==> src/rtl/wb_arb_pkg.sv <==
`default_nettype none
// ============================================================================
// Module      : wb_arb_pkg
// Description : Shared constants for the write-back arbiter. XLEN and REG_AW
//               defaults match the core's `RegBus / `RegAddrBus widths. The
//               channel index constants name the fixed producer channels.
// Revision    : 1.0 - initial release
// ============================================================================
package wb_arb_pkg;

  // Default widths, kept equal to the core's register bus definitions
  localparam int WB_XLEN   = 32;  // `RegBus width
  localparam int WB_REG_AW = 5;   // `RegAddrBus width

  // Fixed channel assignments
  localparam int WB_CH_PIPE = 0;  // in-order pipeline (mem_wb)
  localparam int WB_CH_MDU  = 1;  // multi-cycle mul/div unit

  // Width of a round-robin pointer over n channels (never zero)
  function automatic int wb_ptr_width(input int n);
    return (n > 1) ? $clog2(n) : 1;
  endfunction

endpackage : wb_arb_pkg
`default_nettype wire

==> src/rtl/wb_arb_rr_arb.sv <==
`default_nettype none
// ============================================================================
// Module      : rr_arb
// Description : Combinational round-robin arbiter. Searches the request vector
//               starting at index i_ptr, then ascending with wrap, and grants
//               the first requester found.
// Ports       : i_req      [NUM_CH] request vector
//               i_ptr      [PW]     search start index
//               o_grant    [NUM_CH] one-hot grant (all zero when no request)
//               o_next_ptr [PW]     (granted index + 1) mod NUM_CH, or i_ptr
//                                   when nothing is granted
// Revision    : 1.0 - initial release
// ============================================================================
module rr_arb #(
  parameter int NUM_CH = 2,
  parameter int PW     = 1
) (
  input  logic [NUM_CH-1:0] i_req,
  input  logic [PW-1:0]     i_ptr,
  output logic [NUM_CH-1:0] o_grant,
  output logic [PW-1:0]     o_next_ptr
);

  logic [PW-1:0] w_idx;
  logic          w_found;

  always_comb begin
    o_grant    = '0;
    o_next_ptr = i_ptr;
    w_found    = 1'b0;
    w_idx      = '0;
    for (int i = 0; i < NUM_CH; i++) begin
      w_idx = PW'((int'(i_ptr) + i) % NUM_CH);
      if (!w_found && i_req[w_idx]) begin
        w_found          = 1'b1;
        o_grant[w_idx]   = 1'b1;
        o_next_ptr       = PW'((int'(w_idx) + 1) % NUM_CH);
      end
    end
  end

endmodule : rr_arb
`default_nettype wire

==> src/rtl/wb_arb.sv <==
`default_nettype none
// ============================================================================
// Module      : wb_arb
// Description : Multi-channel write-back arbiter. Each result channel has a
//               one-entry holding buffer with valid/ready handshake; buffered
//               results share the single register-file write port through
//               round-robin arbitration, and the port output is registered.
//               Writes to x0 are accepted and discarded.
// Macro       : WB_FWD_EN - adds the fwd_* forwarding view of the output
//               register.
// Ports       : clk, rst (async, active-high)
//               ch_valid_i/ch_ready_o   per-channel handshake
//               ch_rd_addr_i/ch_rd_data_i flattened per-channel address/data
//               regs_wen_o/rd_addr_o/rd_data_o registered write port
//               busy_o                   any holding buffer valid
//               fwd_valid_o/fwd_addr_o/fwd_data_o (WB_FWD_EN only)
// Revision    : 1.0 - initial release
// ============================================================================
module wb_arb
  import wb_arb_pkg::*;
#(
  parameter int NUM_CH = 2,
  parameter int XLEN   = WB_XLEN,
  parameter int REG_AW = WB_REG_AW
) (
  input  logic                     clk,
  input  logic                     rst,
  input  logic [NUM_CH-1:0]        ch_valid_i,
  output logic [NUM_CH-1:0]        ch_ready_o,
  input  logic [NUM_CH*REG_AW-1:0] ch_rd_addr_i,
  input  logic [NUM_CH*XLEN-1:0]   ch_rd_data_i,
  output logic                     regs_wen_o,
  output logic [REG_AW-1:0]        rd_addr_o,
  output logic [XLEN-1:0]          rd_data_o,
  output logic                     busy_o
`ifdef WB_FWD_EN
  ,
  output logic                     fwd_valid_o,
  output logic [REG_AW-1:0]        fwd_addr_o,
  output logic [XLEN-1:0]          fwd_data_o
`endif
);

  localparam int PW = wb_ptr_width(NUM_CH);

  logic [NUM_CH-1:0] r_hold_vld;
  logic [REG_AW-1:0] r_hold_addr [NUM_CH];
  logic [XLEN-1:0]   r_hold_data [NUM_CH];
  logic [PW-1:0]     r_ptr;

  logic [NUM_CH-1:0] w_grant;
  logic [NUM_CH-1:0] w_accept;
  logic [PW-1:0]     w_next_ptr;
  logic [REG_AW-1:0] w_sel_addr;
  logic [XLEN-1:0]   w_sel_data;

  rr_arb #(
    .NUM_CH (NUM_CH),
    .PW     (PW)
  ) u_rr_arb (
    .i_req      (r_hold_vld),
    .i_ptr      (r_ptr),
    .o_grant    (w_grant),
    .o_next_ptr (w_next_ptr)
  );

  // A buffer being drained this cycle can take a new result at the same edge
  assign ch_ready_o = ~r_hold_vld | w_grant;
  assign w_accept   = ch_valid_i & ch_ready_o;
  assign busy_o     = |r_hold_vld;

  // Grant is one-hot, so an OR-reduction mux selects the winning buffer
  always_comb begin
    w_sel_addr = '0;
    w_sel_data = '0;
    for (int k = 0; k < NUM_CH; k++) begin
      if (w_grant[k]) begin
        w_sel_addr = w_sel_addr | r_hold_addr[k];
        w_sel_data = w_sel_data | r_hold_data[k];
      end
    end
  end

  // Holding buffers. A result for x0 completes its handshake but is never
  // loaded, so it can never reach the write port.
  always_ff @(posedge clk or posedge rst) begin
    if (rst) begin
      r_hold_vld <= '0;
      for (int k = 0; k < NUM_CH; k++) begin
        r_hold_addr[k] <= '0;
        r_hold_data[k] <= '0;
      end
    end else begin
      for (int k = 0; k < NUM_CH; k++) begin
        if (w_accept[k] && (ch_rd_addr_i[k*REG_AW +: REG_AW] != '0)) begin
          r_hold_vld[k]  <= 1'b1;
          r_hold_addr[k] <= ch_rd_addr_i[k*REG_AW +: REG_AW];
          r_hold_data[k] <= ch_rd_data_i[k*XLEN +: XLEN];
        end else if (w_grant[k]) begin
          r_hold_vld[k]  <= 1'b0;
        end
      end
    end
  end

  // Round-robin pointer and registered write port. Address/data keep their
  // last value on idle cycles; only the enable drops.
  always_ff @(posedge clk or posedge rst) begin
    if (rst) begin
      r_ptr      <= '0;
      regs_wen_o <= 1'b0;
      rd_addr_o  <= '0;
      rd_data_o  <= '0;
    end else begin
      r_ptr      <= w_next_ptr;
      regs_wen_o <= |w_grant;
      if (|w_grant) begin
        rd_addr_o <= w_sel_addr;
        rd_data_o <= w_sel_data;
      end
    end
  end

`ifdef WB_FWD_EN
  // Bypass view of the value being written to the register file this cycle
  assign fwd_valid_o = regs_wen_o;
  assign fwd_addr_o  = rd_addr_o;
  assign fwd_data_o  = rd_data_o;
`endif

endmodule : wb_arb
`default_nettype wire

==> config.mk <==
export PLATFORM = sky130hd
export DESIGN_NAME = wb_arb
export DESIGN_NICKNAME = d
export VERILOG_FILES = /design/src/rtl/wb_arb_pkg.sv /design/src/rtl/wb_arb_rr_arb.sv /design/src/rtl/wb_arb.sv
export SDC_FILE = /design/constraint.sdc
export NUM_CORES = 1
export LEC_CHECK = 0
export BUFFER_PORTS_ARGS = -buffer_cell sky130_fd_sc_hd__buf_2
export CORE_ASPECT_RATIO = 1.75
export CORE_UTILIZATION = 38
export CTS_CLUSTER_DIAMETER = 150
export DETAILED_ROUTE_END_ITERATION = 16
export GPL_TIMING_DRIVEN = 0
export PLACE_DENSITY = 0.69
export SYNTH_ARGS = -nofsm -noshare
export SYNTH_HDL_FRONTEND = slang
export SYNTH_SLANG_ARGS = --single-unit
==> constraint.sdc <==
create_clock -name clk -period 6.81 [get_ports clk]
set_input_delay 0.3405 -clock clk [delete_from_list [all_inputs] [get_ports clk]]
set_output_delay 0.3405 -clock clk [all_outputs]
set_load 0.05 [all_outputs]
==> flow_metrics.tcl, run 1 <==
set metrics [dict create \
    slowest_stage "dfrtp_1" \
    die_area_um2 13500 \
    numPortBuffers 118 \
    seqPwrFrac_pct 33.4 \
    r2r_cells 5 \
    vias_per_cell 5.30 \
    pin_count 119 \
    status "finished, final reports clean" \
    timing.final.ws_setup_ns 4.24 \
    cts_sinks 115 \
    dr.pass1.iters 4 \
    postCtsHoldBufs 0 \
    cts_tree "built" \
    gp_congestion 0.792 \
    critPathMaxFanout 10 \
    swShare_pct 38.1 \
    die_w_um 88.2 \
    crit_top_cell "buf_2" \
    route.detailed.drc 0 \
    hold_viol_final 0 \
    synth.area.top_cells "dfrtp_1 (58%), mux2_2 (15%), o221a_2 (8.4%)" \
    crit_type "flip-flop to output pin" \
    vdd_ir_drop_max_uv 181 \
    cts.path.max_buffers 2 \
    cap_violations 0 \
    p_leak_nw 2.85 \
    worstReg2RegStart "r_hold_vld[0]$_DFFE_PP0P_" \
    cts_max_level 4 \
    clkLatencyLatePin_ns 0.41 \
    synth_cells 343 \
    worstMarginPinSlew_ns 0.639 \
    p_switching_mw 1.21 \
    slew_violations 0 \
    cpLargestDelayFamily "buffers and inverters" \
    crit_path_cell_trace "buf_2 > buf_1 > buf_2 > or2_2 > buf_2" \
    areaGrowthSynthToFinish_pct 29.5 \
    finalSetupViolCount 0 \
    synth_seq_cells 115 \
    clk_pin_slew_ns 0.05 \
    antenna_found_initial 1 \
    wl_um 12200 \
    synth_top_area_cell "dfrtp_1" \
    drtAntennaViolNets 0 \
    crit_buf_inv 4 \
    dp_worst_setup_slack_ns 4.61 \
    skew_ns 0.0149 \
    fmax_mhz 388 \
    worstReg2RegEnd "rd_data_o[3]$_DFFE_PP0P_" \
    vias 3516 \
    rsz0062_at_grt "false" \
    powerDensity_nw_per_um2 497 \
    layout-drive-gt1-share_pct 53.8 \
    cp.required_ns 6.47 \
    ys_warn_count 0 \
    place_inst 630 \
    cts-buffers-inserted 17 \
    yosysTopAreaCellShare_pct 58.2 \
    post-route-period-util_pct 37.8 \
    grt_max_degree 67 \
    syn_area_um2 4940 \
    fin_nets 559 \
    setup_tns_ns 0 \
    comb_power_share_pct 37.1 \
    total_power_mw 3.18 \
    synth-seq-area-share_pct 58.2 \
    regToRegSetupSlack_ns 4.70 \
    grt_pass1_wl_um 19600 \
    rows 54 \
    start_kind "flip-flop" \
    wire_per_inst_um 18.4 \
    stdcell_count 663 \
    initial_core_util_pct 39.3 \
    hold_path.class "input port to async pin" \
    power_frac_clock_pct 29.5 \
    max_stage_delay_ns 0.42 \
    internal-power_mw 1.97 \
    maxSlewHeadroom_pct 57.4 \
    endpoint_kind "output pin" \
    post_cts_buffers 0 \
    grt-ovfl-total 0 \
    grtUsageTotal_pct 19.5 \
    arrival_ns 2.23 \
    root_buffer "clkbuf_16" \
    core_um2 12600 \
    grt_pass1_vias 3818 \
    ys_types 24 \
    die_h_um 153 \
    period_needed_ns 2.57 \
    hpwl_um 8440 \
    avgSynthCellArea_um2 14.4 \
    synth.net_count 421 \
    drt_iter0_drc 165 \
    cts_resized 0 \
]
-- synth_stat cells --
master and instances:
or4_4 2, a22o_1 5, buf_2 2, a211o_1 34, buf_8 3, buf_6 3, nor2b_1 34, o211ai_4 2
and2_1 1, dfrtp_1 115, nand3_1 1, or3_1 3, nand3b_1 1, mux2_1 4, nand2_1 5, o221a_2 37
buf_1 4, a32o_1 1, or2_2 2, clkbuf_1 14, o21ai_0 3, inv_1 2, nand2b_1 1, mux2_2 64
-- logic make-up (layout without fill, tap and decap cells) --
group | count (synthesis) | in the layout | synth area share [%]
AO/OA/AOI/OAI | 82 | 82 | 16.7
other | 0 | 1 | 0
flip-flops | 115 | 115 | 58.2
buffers and inverters | 28 | 179 | 3.32
multiplexers | 68 | 68 | 15.5
AND/OR/NAND/NOR | 50 | 50 | 6.28
-- worst max path at each step --
stage / from / to / depth (start not counted)
after floorplan: rst / r_hold_addr[0]$_DFFE_PP0P_ / 1
after global placement: rst / rd_data_o[1]$_DFFE_PP0P_ / 2
after detailed placement: ch_rd_addr_i[2] / r_hold_data[52]$_DFFE_PP0P_ / 5
after CTS: r_hold_vld[0]$_DFFE_PP0P_ / busy_o / 5
after global routing: r_hold_vld[0]$_DFFE_PP0P_ / busy_o / 5
final: r_hold_vld[0]$_DFFE_PP0P_ / busy_o / 5
-- stage by stage --
step	area, um^2	hold WS (ns)	utilization (%)
floorplan	4940	0.465	-
global placement	5740	0.477	45.7
CTS	6400	0.0508	50.9
global route	6400	0.0820	50.9
finish	6400	0.0207	50.9
detailed placement	5770	0.482	45.9
-- per-layer routing --
metal	GRT usage, %	routed length (um)	up-vias
met3	2.86	458	28
met2	33.6	6580	118
met5	0	0	-
met1	22.5	4730	1785
met4	10.8	444	0
li1	-	-	1585
-- state kept, by name, summed over array words and instances (netlist names) --
name         flops
r_ptr            1
regs_wen_o       1
rd_data_o       32
rd_addr_o        5
r_hold_vld       2
r_hold_data     64
r_hold_addr     10
-- final cells by class --
cell class,count,area [um^2]
antenna,1,2.50
clock inverter,13,183
fill,1133,6160
sequential,115,2880
buffer,26,156
multi-input combinational,200,1900
clock buffer,19,443
timing repair buffer,119,618
inverter,2,10.0
tap,168,210
-- worst reg2reg max path: cells and delay by family, from the launching register on --
family,cells,cell delay [ns]
AND/OR/NAND/NOR,2,0.49
flip-flops,1,0.43
AO/OA/AOI/OAI,1,0.33
buffers and inverters,2,0.74
-- power by group through the flow --
stage               clock network [mW]  registers [mW]  logic, mW
floorplan                            0            1.44      0.507
global placement                     0            1.06       1.16
detailed placement                   0            1.07       1.19
CTS                              0.954            1.06       1.19
global route                     0.984            1.09       1.25
finish                           0.939            1.07       1.18
-- placed cells by master, fill, tap and decap left out, types with 2 or more instances in the layout --
cell type	Yosys	routed
buf_2	2	120
a22o_1	5	5
o221a_2	37	37
mux2_2	64	64
nor2b_1	34	34
or4_4	2	2
clkbuf_16	0	17
buf_8	3	3
nand2_1	5	5
buf_6	3	3
dfrtp_1	115	115
o211ai_4	2	2
or2_2	2	2
clkinv_2	0	3
buf_1	4	4
o21ai_0	3	3
mux2_1	4	4
clkbuf_1	14	15
or3_1	3	3
a211o_1	34	34
clkinvlp_4	0	4
bufinv_16	0	4
Power figures use the tool's default switching activity.
==> run 2: changes to the inputs <==
==> constraint.sdc (replaced) <==
create_clock -name clk -period 2.4 [get_ports clk]
set_input_delay 0.12 -clock clk [delete_from_list [all_inputs] [get_ports clk]]
set_output_delay 0.12 -clock clk [all_outputs]
set_load 0.05 [all_outputs]
==> flow_metrics.tcl, run 2 (synthesis gave the netlist of run 1 again) <==
set metrics [dict create \
    grt_pass1_wl_um 20600 \
    drt_iter0_drc 204 \
    place_inst 631 \
    finalSetupViolCount 0 \
    stdcell_count 734 \
    die_h_um 153 \
    arrival_ns 2.39 \
    rows 54 \
    final_cell_mix "buf_2 (120), dfrtp_1 (115), dlygate4sd3_1 (74)" \
    core_um2 12600 \
    post_cts_buffers 0 \
    comb_power_share_pct 39.5 \
    setup_tns_ns 0 \
    fill_cells 1077 \
    gp_congestion 0.741 \
    grt-ovfl-total 0 \
    layout-drive-gt1-share_pct 46.1 \
    hpwl_um 8590 \
    grtUsageTotal_pct 20.3 \
    route.detailed.drc 0 \
    cts_tree "built" \
    cts-buffers-inserted 17 \
    clk_pin_slew_ns 0.05 \
    hold_path.class "input port to flip-flop" \
    endpoint_kind "flip-flop" \
    vias_per_cell 5.09 \
    largest_reg_flops 64 \
    internal-power_mw 5.34 \
    p_leak_nw 3.13 \
    total_power_mw 8.69 \
    pin_count 119 \
    seqPwrFrac_pct 34.8 \
    cts.path.max_buffers 2 \
    wire_per_inst_um 17.3 \
    period_needed_ns 2.11 \
    power_frac_clock_pct 25.6 \
    powerDensity_nw_per_um2 1230 \
    grt_pass1_vias 4209 \
    cts_sinks 115 \
    numPortBuffers 118 \
    crit_type "input port to flip-flop" \
    rsz0062_at_grt "false" \
    slowest_stage "or4_4" \
    crit_path_cell_trace "dlygate4sd3_1 > buf_2 > or4_4 > o211ai_4 > buf_6 > mux2_2" \
    p_switching_mw 3.35 \
    skew_ns 0.00729 \
    dr.pass1.iters 4 \
    cap_violations 0 \
    wl_um 12700 \
    maxSlewHeadroom_pct 49.2 \
    status "finished, final reports clean" \
    die_area_um2 13500 \
    fmax_mhz 474 \
    areaGrowthSynthToFinish_pct 42.5 \
    root_buffer "clkbuf_16" \
    start_kind "input port" \
    hold_viol_final 0 \
    regMostFlops "r_hold_data" \
    fin_nets 633 \
    slew_violations 0 \
    reg_top3 "r_hold_data: 64 flops, rd_data_o: 32 flops, r_hold_addr: 10 flops" \
    drtAntennaViolNets 0 \
    worstMarginPinSlew_ns 0.761 \
    clkLatencyLatePin_ns 0.40 \
    die_w_um 88.2 \
    stdcell_area_um2 7040 \
    vdd_ir_drop_max_uv 553 \
    cts_max_level 4 \
    antenna_found_initial 0 \
    swShare_pct 38.6 \
    n_antenna_cell 0 \
    critPathMaxFanout 10 \
    max_stage_delay_ns 0.55 \
    grt_max_degree 45 \
    initial_core_util_pct 39.3 \
    post_dp_cell_area_um2 5790 \
    post-route-period-util_pct 87.8 \
    vias 3734 \
    cp.required_ns 2.68 \
    mostFrequentLayoutCell "buf_2" \
]
run 2: cell count changes in the layout (fill, tap and decap cells not counted), moves of 2 or more:
cell           change
buf_12             +2
bufinv_16          -3
clkbuf_1           +4
clkinv_2           +3
clkinvlp_4         -3
dlygate4sd3_1     +74
run 2: layout make-up:
type                    count  area (um^2)  area share, %
flip-flops and latches    115         2880           40.9
multi-input cells         200         1900           27.0
repair buffers            194         1370           19.5
clock buffers              23          458           6.50
well taps                 168          210           2.98
plain buffers              25          153           2.17
clock inverters             7         60.1          0.853
inverters                   2         11.3          0.160
run 2: power groups by stage:
stage          Clock, mW  Combinational, mW  Sequential, mW
4_1_cts             2.27               3.47            3.01
3_5_place_dp           0               3.37            3.04
5_1_grt             2.36               3.65            3.10
6_report            2.23               3.44            3.02
3_3_place_gp           0               3.29            3.01
2_1_floorplan          0               1.44            4.08
run 2: what timing repair did:
item,CTS,global route
endpoints found under the hold margin,106,0
gates resized for setup,0,0
endpoints found under the setup margin,1,0
hold buffers,74,0
run 2: stage by stage:
step	worst slack (ns)	hold WS (ns)	util [%]
after floorplan	0.332	0.252	-
after global placement	0.230	0.336	45.7
after detailed placement	0.238	0.288	46.1
after CTS	0.269	0.00741	56.0
after global routing	0.142	0.0391	56.0
final	0.292	0.0211	56.0
run 2: worst max-delay path, delay by kind of cell:
family	cells	cell delay, ns
AO/OA/AOI/OAI	1	0.45
buffers and inverters	3	0.91
multiplexers	1	0.35
AND/OR/NAND/NOR	1	0.55
run 2: worst paths after layout:
path / startpoint / endpoint / slack (ns) / cells after the start
min in group asynchronous: rst / rd_data_o[2]$_DFFE_PP0P_ / 0.40 / 3
max in group asynchronous: rst / rd_data_o[26]$_DFFE_PP0P_ / 1.07 / 5
hold / removal: ch_valid_i[0] / r_hold_vld[0]$_DFFE_PP0P_ / 0.02 / 3
setup reg to reg: r_ptr$_DFFE_PP0P_ / rd_data_o[6]$_DFFE_PP0P_ / 0.35 / 5
setup / recovery: ch_rd_addr_i[5] / r_hold_data[24]$_DFFE_PP0P_ / 0.29 / 6
hold reg to reg: r_hold_data[2]$_DFFE_PP0P_ / r_hold_data[2]$_DFFE_PP0P_ / 0.50 / 1
run 2: metal layers:
layer / up-vias / GRT usage (%) / part of all wire, %
met5: - / 0 / 0
met4: 0 / 9.45 / 2.8
met3: 21 / 3.67 / 2.8
met2: 102 / 36.1 / 55
met1: 1887 / 22.8 / 40
li1: 1724 / - / -
==> run 3: changes to the inputs <==
--- a/config.mk
+++ b/config.mk
@@ -5,13 +5,13 @@
 export SDC_FILE = /design/constraint.sdc
 export NUM_CORES = 1
 export LEC_CHECK = 0
-export BUFFER_PORTS_ARGS = -buffer_cell sky130_fd_sc_hd__buf_2
 export CORE_ASPECT_RATIO = 1.75
 export CORE_UTILIZATION = 38
 export CTS_CLUSTER_DIAMETER = 150
 export DETAILED_ROUTE_END_ITERATION = 16
+export DONT_BUFFER_PORTS = 1
 export GPL_TIMING_DRIVEN = 0
-export PLACE_DENSITY = 0.69
+export PLACE_DENSITY = 0.61
 export SYNTH_ARGS = -nofsm -noshare
 export SYNTH_HDL_FRONTEND = slang
 export SYNTH_SLANG_ARGS = --single-unit
==> flow_metrics.tcl, run 3 (synthesis gave the netlist of run 1 again) <==
set metrics [dict create \
    cts-buffers-inserted 17 \
    maxSlewHeadroom_pct 39.9 \
    cpLargestDelayFamily "simple AND/OR/NAND/NOR gates" \
    regMostFlops "r_hold_data" \
    grt_max_degree 41 \
    largest_reg_flops 64 \
    grtUsageTotal_pct 19.3 \
    start_kind "flip-flop" \
    mostFrequentLayoutCell "dfrtp_1" \
    powerDensity_nw_per_um2 1300 \
    numPortBuffers 0 \
    reg_top3 "r_hold_data: 64 flops, rd_data_o: 32 flops, r_hold_addr: 10 flops" \
    total_power_mw 8.55 \
    worstMarginPinSlew_ns 0.900 \
    crit_type "flip-flop to flip-flop" \
    gp_congestion 0.763 \
    fmax_mhz 456 \
    min_from "ch_rd_addr_i[7]" \
    drtAntennaViolNets 0 \
    die_h_um 153 \
    clk_pin_slew_ns 0.05 \
    cts_tree "built" \
    worstReg2RegStart "r_hold_vld[1]$_DFFE_PP0P_" \
    die_w_um 88.2 \
    route.detailed.drc 0 \
    pin_count 119 \
    grt-ovfl-total 0 \
    final_cell_mix "dfrtp_1 (115), dlygate4sd3_1 (78), mux2_2 (64)" \
    n_antenna_cell 0 \
    areaGrowthSynthToFinish_pct 32.9 \
    finalSetupViolCount 0 \
    slowest_stage "nand3b_1" \
    slew_violations 0 \
    cts_max_level 4 \
    drt_iter0_drc 112 \
    cts.path.max_buffers 2 \
    hold_path.class "input port to flip-flop" \
    hpwl_um 8150 \
    max_stage_delay_ns 0.59 \
    p_leak_nw 2.72 \
    root_buffer "clkbuf_16" \
    crit_start "r_hold_vld[1]$_DFFE_PP0P_" \
    core_um2 12600 \
    setup_tns_ns 0 \
    hold_viol_final 0 \
    vias_per_cell 5.38 \
    post-route-period-util_pct 91.4 \
    die_area_um2 13500 \
    crit_path_cell_trace "nand3b_1 > o211ai_4 > buf_4 > mux2_2" \
    antenna_found_initial 0 \
    wire_per_inst_um 19.7 \
    skew_ns 0.0102 \
    dp_worst_setup_slack_ns -0.0773 \
    fill_cells 1107 \
    critPathMaxFanout 8 \
    initial_core_util_pct 39.3 \
    clkLatencyLatePin_ns 0.41 \
    vias 3354 \
    cp.required_ns 2.69 \
    period_needed_ns 2.19 \
    endpoint_kind "flip-flop" \
    rows 54 \
    vdd_ir_drop_max_uv 573 \
    grt_pass1_vias 3605 \
    status "finished, final reports clean" \
    arrival_ns 2.48 \
    crit_buf_inv 1 \
    timing.final.ws_setup_ns 0.207 \
    fin_nets 520 \
    wl_um 12300 \
    fin_util_pct 52.3 \
    grt_pass1_wl_um 19300 \
    cts_sinks 115 \
    rsz0062_at_grt "false" \
    cap_violations 0 \
    layout-drive-gt1-share_pct 33.0 \
    dr.pass1.iters 4 \
]
-- run 3: changes by cell type in the layout (fill, tap and decap cells not counted) --
cell	previous run	this run
buf_2	120	3
buf_4	0	1
bufinv_16	1	2
clkbuf_1	19	16
clkbuf_8	1	3
clkinv_2	6	4
clkinv_4	0	1
clkinvlp_4	1	3
dlygate4sd3_1	74	78
nand3_1	1	0
nand3_2	0	1
-- run 3: what timing repair did --
| action | CTS | global route |
|---|---|---|
| setup buffers | 1 | 0 |
| endpoints found under the setup margin | 54 | 31 |
| endpoints found under the hold margin | 114 | 0 |
| pin swaps | 2 | 2 |
| hold buffers | 78 | 0 |
| resized for setup | 2 | 0 |
-- run 3: power by group --
| part | switching, mW | internal [mW] | total (mW) |
|---|---|---|---|
| Combinational | 0.816 | 1.04 | 1.85 |
| Sequential | 1.65 | 2.59 | 4.24 |
| Clock | 0.859 | 1.60 | 2.46 |
| Total | 3.32 | 5.23 | 8.55 |
-- run 3: through the flow --
stage               cells  hold WS (ns)  instance area [um^2]
detailed placement    513         0.213                  5200
finish                623        0.0232                  6570
floorplan             343         0.252                  4950
global route          623        0.0224                  6570
CTS                   624       0.00150                  6570
global placement      511         0.255                  5160
-- run 3: cell type report --
| type | count | area [um^2] | share of cell area, % |
|---|---|---|---|
| inverter | 2 | 11.3 | 0.171 |
| sequential | 115 | 2880 | 43.8 |
| tap | 168 | 210 | 3.20 |
| timing repair buffer | 81 | 828 | 12.6 |
| buffer | 25 | 154 | 2.34 |
| multi-input combinational | 200 | 1910 | 29.0 |
| clock inverter | 9 | 104 | 1.58 |
| clock buffer | 23 | 478 | 7.27 |
-- run 3: per-layer routing --
layer / vias to the layer above / routed length [um] / global-route usage [%]
li1: 1503 / - / -
met4: 0 / 195 / 7.37
met5: - / 0 / 0
met2: 102 / 6700 / 33.6
met3: 14 / 577 / 5.08
met1: 1735 / 4800 / 22.1
-- run 3: final timing paths --
path                                                to  slack, ns  cells after the start
max                        r_hold_data[25]$_DFFE_PP0P_       0.21                      4
min                          r_hold_vld[1]$_DFFE_PP0P_       0.02                      3
max reg2reg                r_hold_data[25]$_DFFE_PP0P_       0.21                      4
min reg2reg                 r_hold_data[0]$_DFFE_PP0P_       0.50                      1
max in group asynchronous  r_hold_data[59]$_DFFE_PP0P_       1.33                      3
min in group asynchronous  r_hold_data[13]$_DFFE_PP0P_       0.38                      2
-- run 3: tightest hold or removal path: cells and delay by family --
kind	cells	cell delay, ns
AO/OA/AOI/OAI	1	0.08
AND/OR/NAND/NOR	2	0.18
